[config.mk]
export PLATFORM = sky130hd
export DESIGN_NAME = dafx_host_sample_reader
export DESIGN_NICKNAME = d
export VERILOG_FILES = /design/src/rtl/dafx_host_sample_reader.sv
export SDC_FILE = /design/constraint.sdc
export NUM_CORES = 2
export LEC_CHECK = 0
export BUFFER_PORTS_ARGS = -buffer_cell sky130_fd_sc_hd__buf_4
export CAP_MARGIN = 20
export CORE_MARGIN = 2
export CORE_UTILIZATION = 45
export CTS_BUF_LIST = sky130_fd_sc_hd__clkbuf_8
export CTS_CLUSTER_SIZE = 12
export DETAILED_ROUTE_END_ITERATION = 10
export GPL_ROUTABILITY_DRIVEN = 0
export MAX_ROUTING_LAYER = met4
export PLACE_DENSITY = 0.69
export SYNTH_ARGS = -nofsm -noshare
export SYNTH_HDL_FRONTEND = slang
export SYNTH_SLANG_ARGS = --single-unit
[constraint.sdc]
create_clock -name clk -period 21 [get_ports clk]
set_input_delay 2.1 -clock clk [delete_from_list [all_inputs] [get_ports clk]]
set_output_delay 2.1 -clock clk [all_outputs]
set_load 0.01 [all_outputs]
[src/rtl/dafx_host_sample_reader.sv]
`default_nettype none
// ----------------------------------------------------------------------------
// dafx_host_sample_reader : decimates the fabric audio stream to the host rate
// and queues whole frames in a FWFT FIFO with a level IRQ.  Rev 1.0
// ----------------------------------------------------------------------------
module dafx_host_sample_reader #(
  parameter int AUDIO_WIDTH_P          = 24,
  parameter int NR_OF_CHANNELS_P       = 3,
  parameter int SAMPLING_IRQ_COUNTER_P = 12500,
  parameter int FIFO_DEPTH_P           = 16
) (
  input  logic                                        clk,
  input  logic                                        rst,
  input  logic                                        x_valid,
  input  logic [NR_OF_CHANNELS_P*AUDIO_WIDTH_P-1:0]   x_frame,
  input  logic                                        cr_enable,
  input  logic                                        cr_clear,
  input  logic [$clog2(FIFO_DEPTH_P):0]               cr_irq_threshold,
  input  logic                                        cr_pop,
  output logic [NR_OF_CHANNELS_P*AUDIO_WIDTH_P-1:0]   sr_frame,
  output logic [$clog2(FIFO_DEPTH_P):0]               sr_fill,
  output logic [15:0]                                 sr_overflow,
  output logic                                        irq
);

  localparam int c_FRAME_W = NR_OF_CHANNELS_P * AUDIO_WIDTH_P;
  localparam int c_PTR_W   = $clog2(FIFO_DEPTH_P);
  localparam int c_FILL_W  = c_PTR_W + 1;
  localparam int c_CNT_W   = (SAMPLING_IRQ_COUNTER_P > 1) ? $clog2(SAMPLING_IRQ_COUNTER_P) : 1;
  localparam logic [c_CNT_W-1:0]  c_CNT_LAST  = c_CNT_W'(SAMPLING_IRQ_COUNTER_P - 1);
  localparam logic [c_FILL_W-1:0] c_FILL_FULL = c_FILL_W'(FIFO_DEPTH_P);
  localparam logic [c_FILL_W-1:0] c_FILL_ONE  = c_FILL_W'(1);

  logic [c_FRAME_W-1:0] r_mem [FIFO_DEPTH_P];
  logic [c_FRAME_W-1:0] r_last_frame;
  logic [c_FRAME_W-1:0] r_frame;
  logic [c_CNT_W-1:0]   r_cnt;
  logic [c_PTR_W-1:0]   r_wr_ptr;
  logic [c_PTR_W-1:0]   r_rd_ptr;
  logic [c_FILL_W-1:0]  r_fill;
  logic [15:0]          r_overflow;
  logic                 r_irq;

  logic                 w_tick;
  logic                 w_empty;
  logic                 w_full;
  logic                 w_pop;
  logic                 w_push;
  logic                 w_drop;
  logic [c_FRAME_W-1:0] w_push_frame;
  logic [c_PTR_W-1:0]   w_rd_next;
  logic [c_FILL_W-1:0]  w_fill_next;

  assign w_tick       = cr_enable && (r_cnt == c_CNT_LAST);
  assign w_empty      = (r_fill == '0);
  assign w_full       = (r_fill == c_FILL_FULL);
  assign w_pop        = cr_pop && !w_empty && !cr_clear;
  // A full FIFO still takes the push when the host frees a slot in the same cycle.
  assign w_push       = w_tick && (!w_full || w_pop) && !cr_clear;
  assign w_drop       = w_tick && w_full && !w_pop && !cr_clear;
  assign w_push_frame = x_valid ? x_frame : r_last_frame;
  assign w_rd_next    = r_rd_ptr + c_PTR_W'(1);

  always_comb begin
    w_fill_next = r_fill;
    case ({w_push, w_pop})
      2'b10:   w_fill_next = r_fill + c_FILL_ONE;
      2'b01:   w_fill_next = r_fill - c_FILL_ONE;
      default: w_fill_next = r_fill;
    endcase
  end

  always_ff @(posedge clk) begin
    if (w_push) begin
      r_mem[r_wr_ptr] <= w_push_frame;
    end
  end

  always_ff @(posedge clk or posedge rst) begin
    if (rst) begin
      r_last_frame <= '0;
      r_frame      <= '0;
      r_cnt        <= '0;
      r_wr_ptr     <= '0;
      r_rd_ptr     <= '0;
      r_fill       <= '0;
      r_overflow   <= '0;
      r_irq        <= 1'b0;
    end else begin
      if (x_valid) begin
        r_last_frame <= x_frame;
      end
      if (cr_clear) begin
        r_cnt      <= '0;
        r_wr_ptr   <= '0;
        r_rd_ptr   <= '0;
        r_fill     <= '0;
        r_overflow <= '0;
        r_irq      <= 1'b0;
      end else begin
        r_cnt  <= (!cr_enable || w_tick) ? '0 : r_cnt + c_CNT_W'(1);
        r_fill <= w_fill_next;
        if (w_push) begin
          r_wr_ptr <= r_wr_ptr + c_PTR_W'(1);
        end
        if (w_pop) begin
          r_rd_ptr <= w_rd_next;
        end
        if (w_drop && (r_overflow != 16'hFFFF)) begin
          r_overflow <= r_overflow + 16'd1;
        end
        // Head register: the new frame lands here when it becomes the only entry.
        if (w_push && (w_empty || ((r_fill == c_FILL_ONE) && w_pop))) begin
          r_frame <= w_push_frame;
        end else if (w_pop && (r_fill > c_FILL_ONE)) begin
          r_frame <= r_mem[w_rd_next];
        end
        r_irq <= cr_enable && (r_fill >= cr_irq_threshold) && (cr_irq_threshold != '0);
      end
    end
  end

  assign sr_frame    = r_frame;
  assign sr_fill     = r_fill;
  assign sr_overflow = r_overflow;
  assign irq         = r_irq;

endmodule
`default_nettype wire

== After elaboration in Yosys (flattened, before gate mapping) ==
Memory sizes are Yosys's and may differ from the RTL's.
Index checks and enable logic that the tools add are counted.

* Bits in registers: 188
* Logic and storage cells: 70
* Memories: 1
* Output and inout bits: 94
* Memory bits (writable): 1,152

{| class="wikitable"
|+ Memory list
! name !! depth !! bits a word !! rd ports !! clocked after Yosys merged registers in !! wr ports !! RTL line !! source
|-
| r_mem || 16 || 72 || 1 || 0 || 1 || 34 || <nowiki>logic [c_FRAME_W-1:0] r_mem [FIFO_DEPTH_P];</nowiki>
|}

* Bitwise operators: 1
* Equality and inequality tests: 6
* Reduce and logical (&&, ||, !) cells: 30
* Add/subtract/negate cells: 6
* Magnitude comparators: 2
* Muxes and demuxes: 16

{| class="wikitable"
|+ Operators with widths
! operator !! count
|-
| $mux W72 || 3
|-
| $mux W16 || 2
|-
| $mux W14 || 2
|-
| $add A16 B1 Y16 const B || 1
|-
| $mux W4 || 4
|-
| $ne A16 B16 Y1 const B || 1
|-
| $add A14 B1 Y14 const B || 1
|-
| $eq A14 B14 Y1 const B || 1
|-
| $logic_and A1 B1 Y1 || 14
|-
| $pmux W5 S2 || 1
|-
| $add A4 B1 Y4 const B || 2
|-
| $reduce_bool A2 Y1 || 4
|-
| $add A5 B1 Y5 const B || 1
|-
| $eq A5 B1 Y1 const B || 1
|-
| $eq A5 B5 Y1 const B || 1
|-
| $ge A5 B5 Y1 || 1
|-
| $gt A5 B1 Y1 const B || 1
|-
| $logic_not A1 Y1 || 5
|-
| $logic_not A5 Y1 || 1
|-
| $mux W5 || 1
|-
| $reduce_bool A5 Y1 || 1
|-
| $sub A5 B1 Y5 const B || 1
|-
| $logic_or A1 B1 Y1 || 3
|-
| $mux W1 || 3
|-
| 5 further kinds || 5
|}

== Longest topological paths before layout ==
* Depth in word-level cells: 10
* Depth in mapped cells: 9

== Least setup slack after synthesis ==
OpenSTA, ideal clock, no wires.

* Path type: input-to-reg
* Start point: input cr_clear
* End point: memory r_mem[11][0] in the netlist's numbering, enable pin
* Arrival: 9.610 ns
* Path buffers: 1
* Path slack: 10.710 ns
* Setup time: 0.680 ns
* Stages on the path: 5
* Cell sequence: nand2b_1 nand2_1 nand4_1 clkbuf_1 nor4_1

* Word-level cells in the longest chain between the ends: 7

{| class="wikitable"
|+ Ends and longest elaborated chain
! what !! RTL line !! source
|-
| start, declared || 17 || <nowiki>input logic cr_clear,</nowiki>
|-
| $logic_not A1 Y1 * || 57, 59 ||
|-
| $logic_and A1 B1 Y1 || 57 || <nowiki>assign w_pop = cr_pop && !w_empty && !cr_clear;</nowiki>
|-
| $logic_or A1 B1 Y1 || 59 || <nowiki>assign w_push = w_tick && (!w_full || w_pop) && !cr_clear;</nowiki>
|-
| $logic_and A1 B1 Y1 || 59 ||
|-
| $logic_and A1 B1 Y1 * || 59 ||
|-
| $mux W1 * || 74 || <nowiki>if (w_push) begin</nowiki>
|-
| $mux W1 (not written as such) * || 75 || <nowiki>r_mem[r_wr_ptr] <= w_push_frame;</nowiki>
|-
| end, declared || 34 ||
|}

Mark *: on every way between the ends. The rest lies on a longest branch, timed or not.

== Worst setup path after layout ==
* Start point: input cr_clear
* End point: memory r_mem[15][43] in the netlist's numbering, enable pin

Same word-level chain as after synthesis.

==> results.md <==
- Syn_area_per_cell: 20.55 sq um
- Vias in the first global route: approximately 28k
- Post-CTS Setup Repair Bufs: 0
- Cell variety after synth: 44
- Kind of critical path: primary input to flop
- Fill count: 8817
- Unrepaired setup endpoints after global routing: no
- Register area share after synthesis: 75.26%
- Congestion Overflow GR: 0
- Clock Skew: around 45 ps
- Clock sink count: 1340
- Die W: 344.6 um
- 1st-iter DRT viols: 2487
- Setup violators final: 0
- Cell Pwr Density: 97.83 mW/mm^2
- H-tree levels: 4
- DR vias/cell: ~5.7
- Post-synth EDFFs: 1152
- Hold_buf cts: 0
- # port buffers: 176
- Crit path launch type: primary input
- TNS Setup: 0 ps
- Floorplan core area: 0.1147 sq mm
- Area taken by multi-input logic gates: 0.01226 sq mm
- Final nets: 2940
- Clock Tree Buf Depth: 3
- Hpwl dp: 62420 um
- Die Y: 344.6 um
- CTS tree: done
- Share of cells above drive strength 1: 34.34%
- Final antenna-violating net count: 0
- Cell Area, Synth: 0.05221 sq mm
- First-pass GRT wire length: between 150000 and 200000 um
- Placed inst area: around 0.055 sq mm
- Outcome: complete, no violations
- Fin. Hold Viols: 0
- Number of synthesis warnings: 0
- Slew Viols, Final: 0
- #FFs+latches synth: 1340
- Slew @ Worst Pin: 1213 ps
- Worst EP arrival: between 5000 and 6000 ps
- Register area: 0.03930 sq mm
- Fin crit share: 26.02%
- CTS root buffer: clkbuf_8
- # IOs: 177
- Area leader, netlist: edfxtp_1
- Asr flop ratio synth: 14.03%
- Initial antenna violation count: 2
- Total of max-cap violations: 0
- Final instance area: 0.05930 sq mm
- Wire per inst: about 25 um
- Top sig layer: met4
- DR pass1 iterations: 7
- Peak Freq: 183.0 MHz
- Total Routing Usage GR: 19.83%
- Hold crit path type: flop to flop
- Die area: between 0.1 and 0.15 sq mm
- Largest net degree at the start of global routing: between 100 and 150
- Post-CTS Resized: 0
- Syn_nets: 2640
- DRT met1 WL: approximately 46000 um
- Clock Latency Late Sink: 850 ps
- WL final: about 110000 um
- Ys flop type: edfxtp_1
- Total CTS buffers: 207
- Post-Syn Instances: 2541
- DRC Markers: 0
- Share of the synthesized area in the top cell type: 66.25%
- Area growth, synth to finish: 13.58%
- Leakage: 0.01970 uW
- Row cnt: between 100 and 150
- Worst vdd ir: just under 0.07 mV
- Reg clk slew, reported paths: 60 ps
- Period minus WS final: 5464 ps
- Metal2 WL: 56260 um
- Total number of vias: ~26k
- Met3 wire len: between 7000 and 8000 um
- Initial core utilization: 45.54%
- Synth top area cells: edfxtp_1 (66%), mux4_2 (12%), dfrtp_1 (9.0%)
- WP data required: 21470 ps
- Slew Limit Headroom: 19.13%
- Critical path peak fanout: 43
- CP Capture Type: flop
[through the flow]
step	power [uW]	hold WS (ps)	std cells	setup WS [ps]	utilization [%]
floorplan	3529	454.9	2541	10710	-
global placement	3805	477.2	4138	14850	48.18
detailed placement	3823	487.2	4141	14730	48.25
CTS	5865	495.8	4526	15640	51.67
global route	6039	527.3	4530	15360	51.72
finish	5801	489.5	4531	15540	51.72
[worst max-delay path: stages]
cell and delay [ps]:
buf_4 240, nand2b_1 280, nand2_1 440, nand4_1 790, or3_1 780, nor2_4 130, buf_4 490, buf_4 600
[final timing paths]
check	start	to	slack, ps	cells past startpoint
max	cr_clear	r_mem[15][43]	15540	8
min	r_cnt[0]	r_cnt[0]	490	1
max reg2reg	sr_fill[0]	r_mem[15][43]	16110	9
min reg2reg	r_cnt[0]	r_cnt[0]	490	1
max in group asynchronous	rst	r_last_frame[8]	18250	3
min in group asynchronous	rst	r_last_frame[34]	1360	2
[where the power goes]
part	internal, uW	leakage, uW	switching (uW)
Sequential	3010	0.0127	76.4
Clock	1050	0.00235	993
Combinational	311	0.00461	358
Total	4370	0.0197	1430
[final cells by class]
type                    count  area share (%)
clock buffers             214           4.967
inverters                  20          0.1392
diodes                      2        0.008439
multi-input cells        1040           20.67
repair buffers            232           3.097
clock inverters           171           1.656
well taps                1512           3.190
flip-flops and latches   1340           66.27
[state kept, by name (all words and copies together), names as in the netlist]
register	flops
r_last_frame	72
r_cnt	14
r_mem	1152
sr_overflow	16
r_wr_ptr	4
r_rd_ptr	4
sr_frame	72
irq	1
sr_fill	5
[cells in the mapped netlist, types with 16 or more instances]
library cell  instances
dfrtp_1             188
nand2_1              89
mux4_2              288
clkbuf_1             76
nor4_1               19
mux2_2              224
buf_6                19
inv_1                20
nor2_1               50
a22oi_1              72
ha_1                 16
edfxtp_1           1152
buf_2                30
nand3_1             158
[cells by family after synthesis]
group	synth area share, %
buffers and inverters	1.589
adders and majority gates	0.3834
and+or+nand+nor	3.700
muxes	17.33
xor gates and xnor gates	0.3858
AOI/OAI and AO/OA	1.347
DFF	75.26
[cell usage in the layout, fill, tap and decap left out, drive strengths merged, types with 2 or more instances in the layout]
cell,count
edfxtp,1152
mux4,288
buf,232
mux2,225
clkbuf,214
dfrtp,188
nand3,158
inv,118
nand2,89
a22oi,72
clkinv,62
nor2,50
nor4,19
ha,16
xnor2,15
a21oi,15
nor2b,11
nor3,10
nand4,9
nand2b,9
bufinv,8
xor2,8
or4,6
and4,6
o21ai,6
and4bb,3
o31ai,3
and3,3
mux2i,3
clkinvlp,3
diode,2
and4b,2
and2,2
or3,2
nand3b,2
nor4b,2
o221ai,2
[metal layers]
metal | global-route usage (%) | vias to the layer above
met1 | 25.31 | 13640
li1 | - | 11020
met2 | 31.82 | 922
met4 | 6.576 | 0
met3 | 4.244 | 183
met5 | - | -
Note: power is estimated with default switching activity, not from simulation.
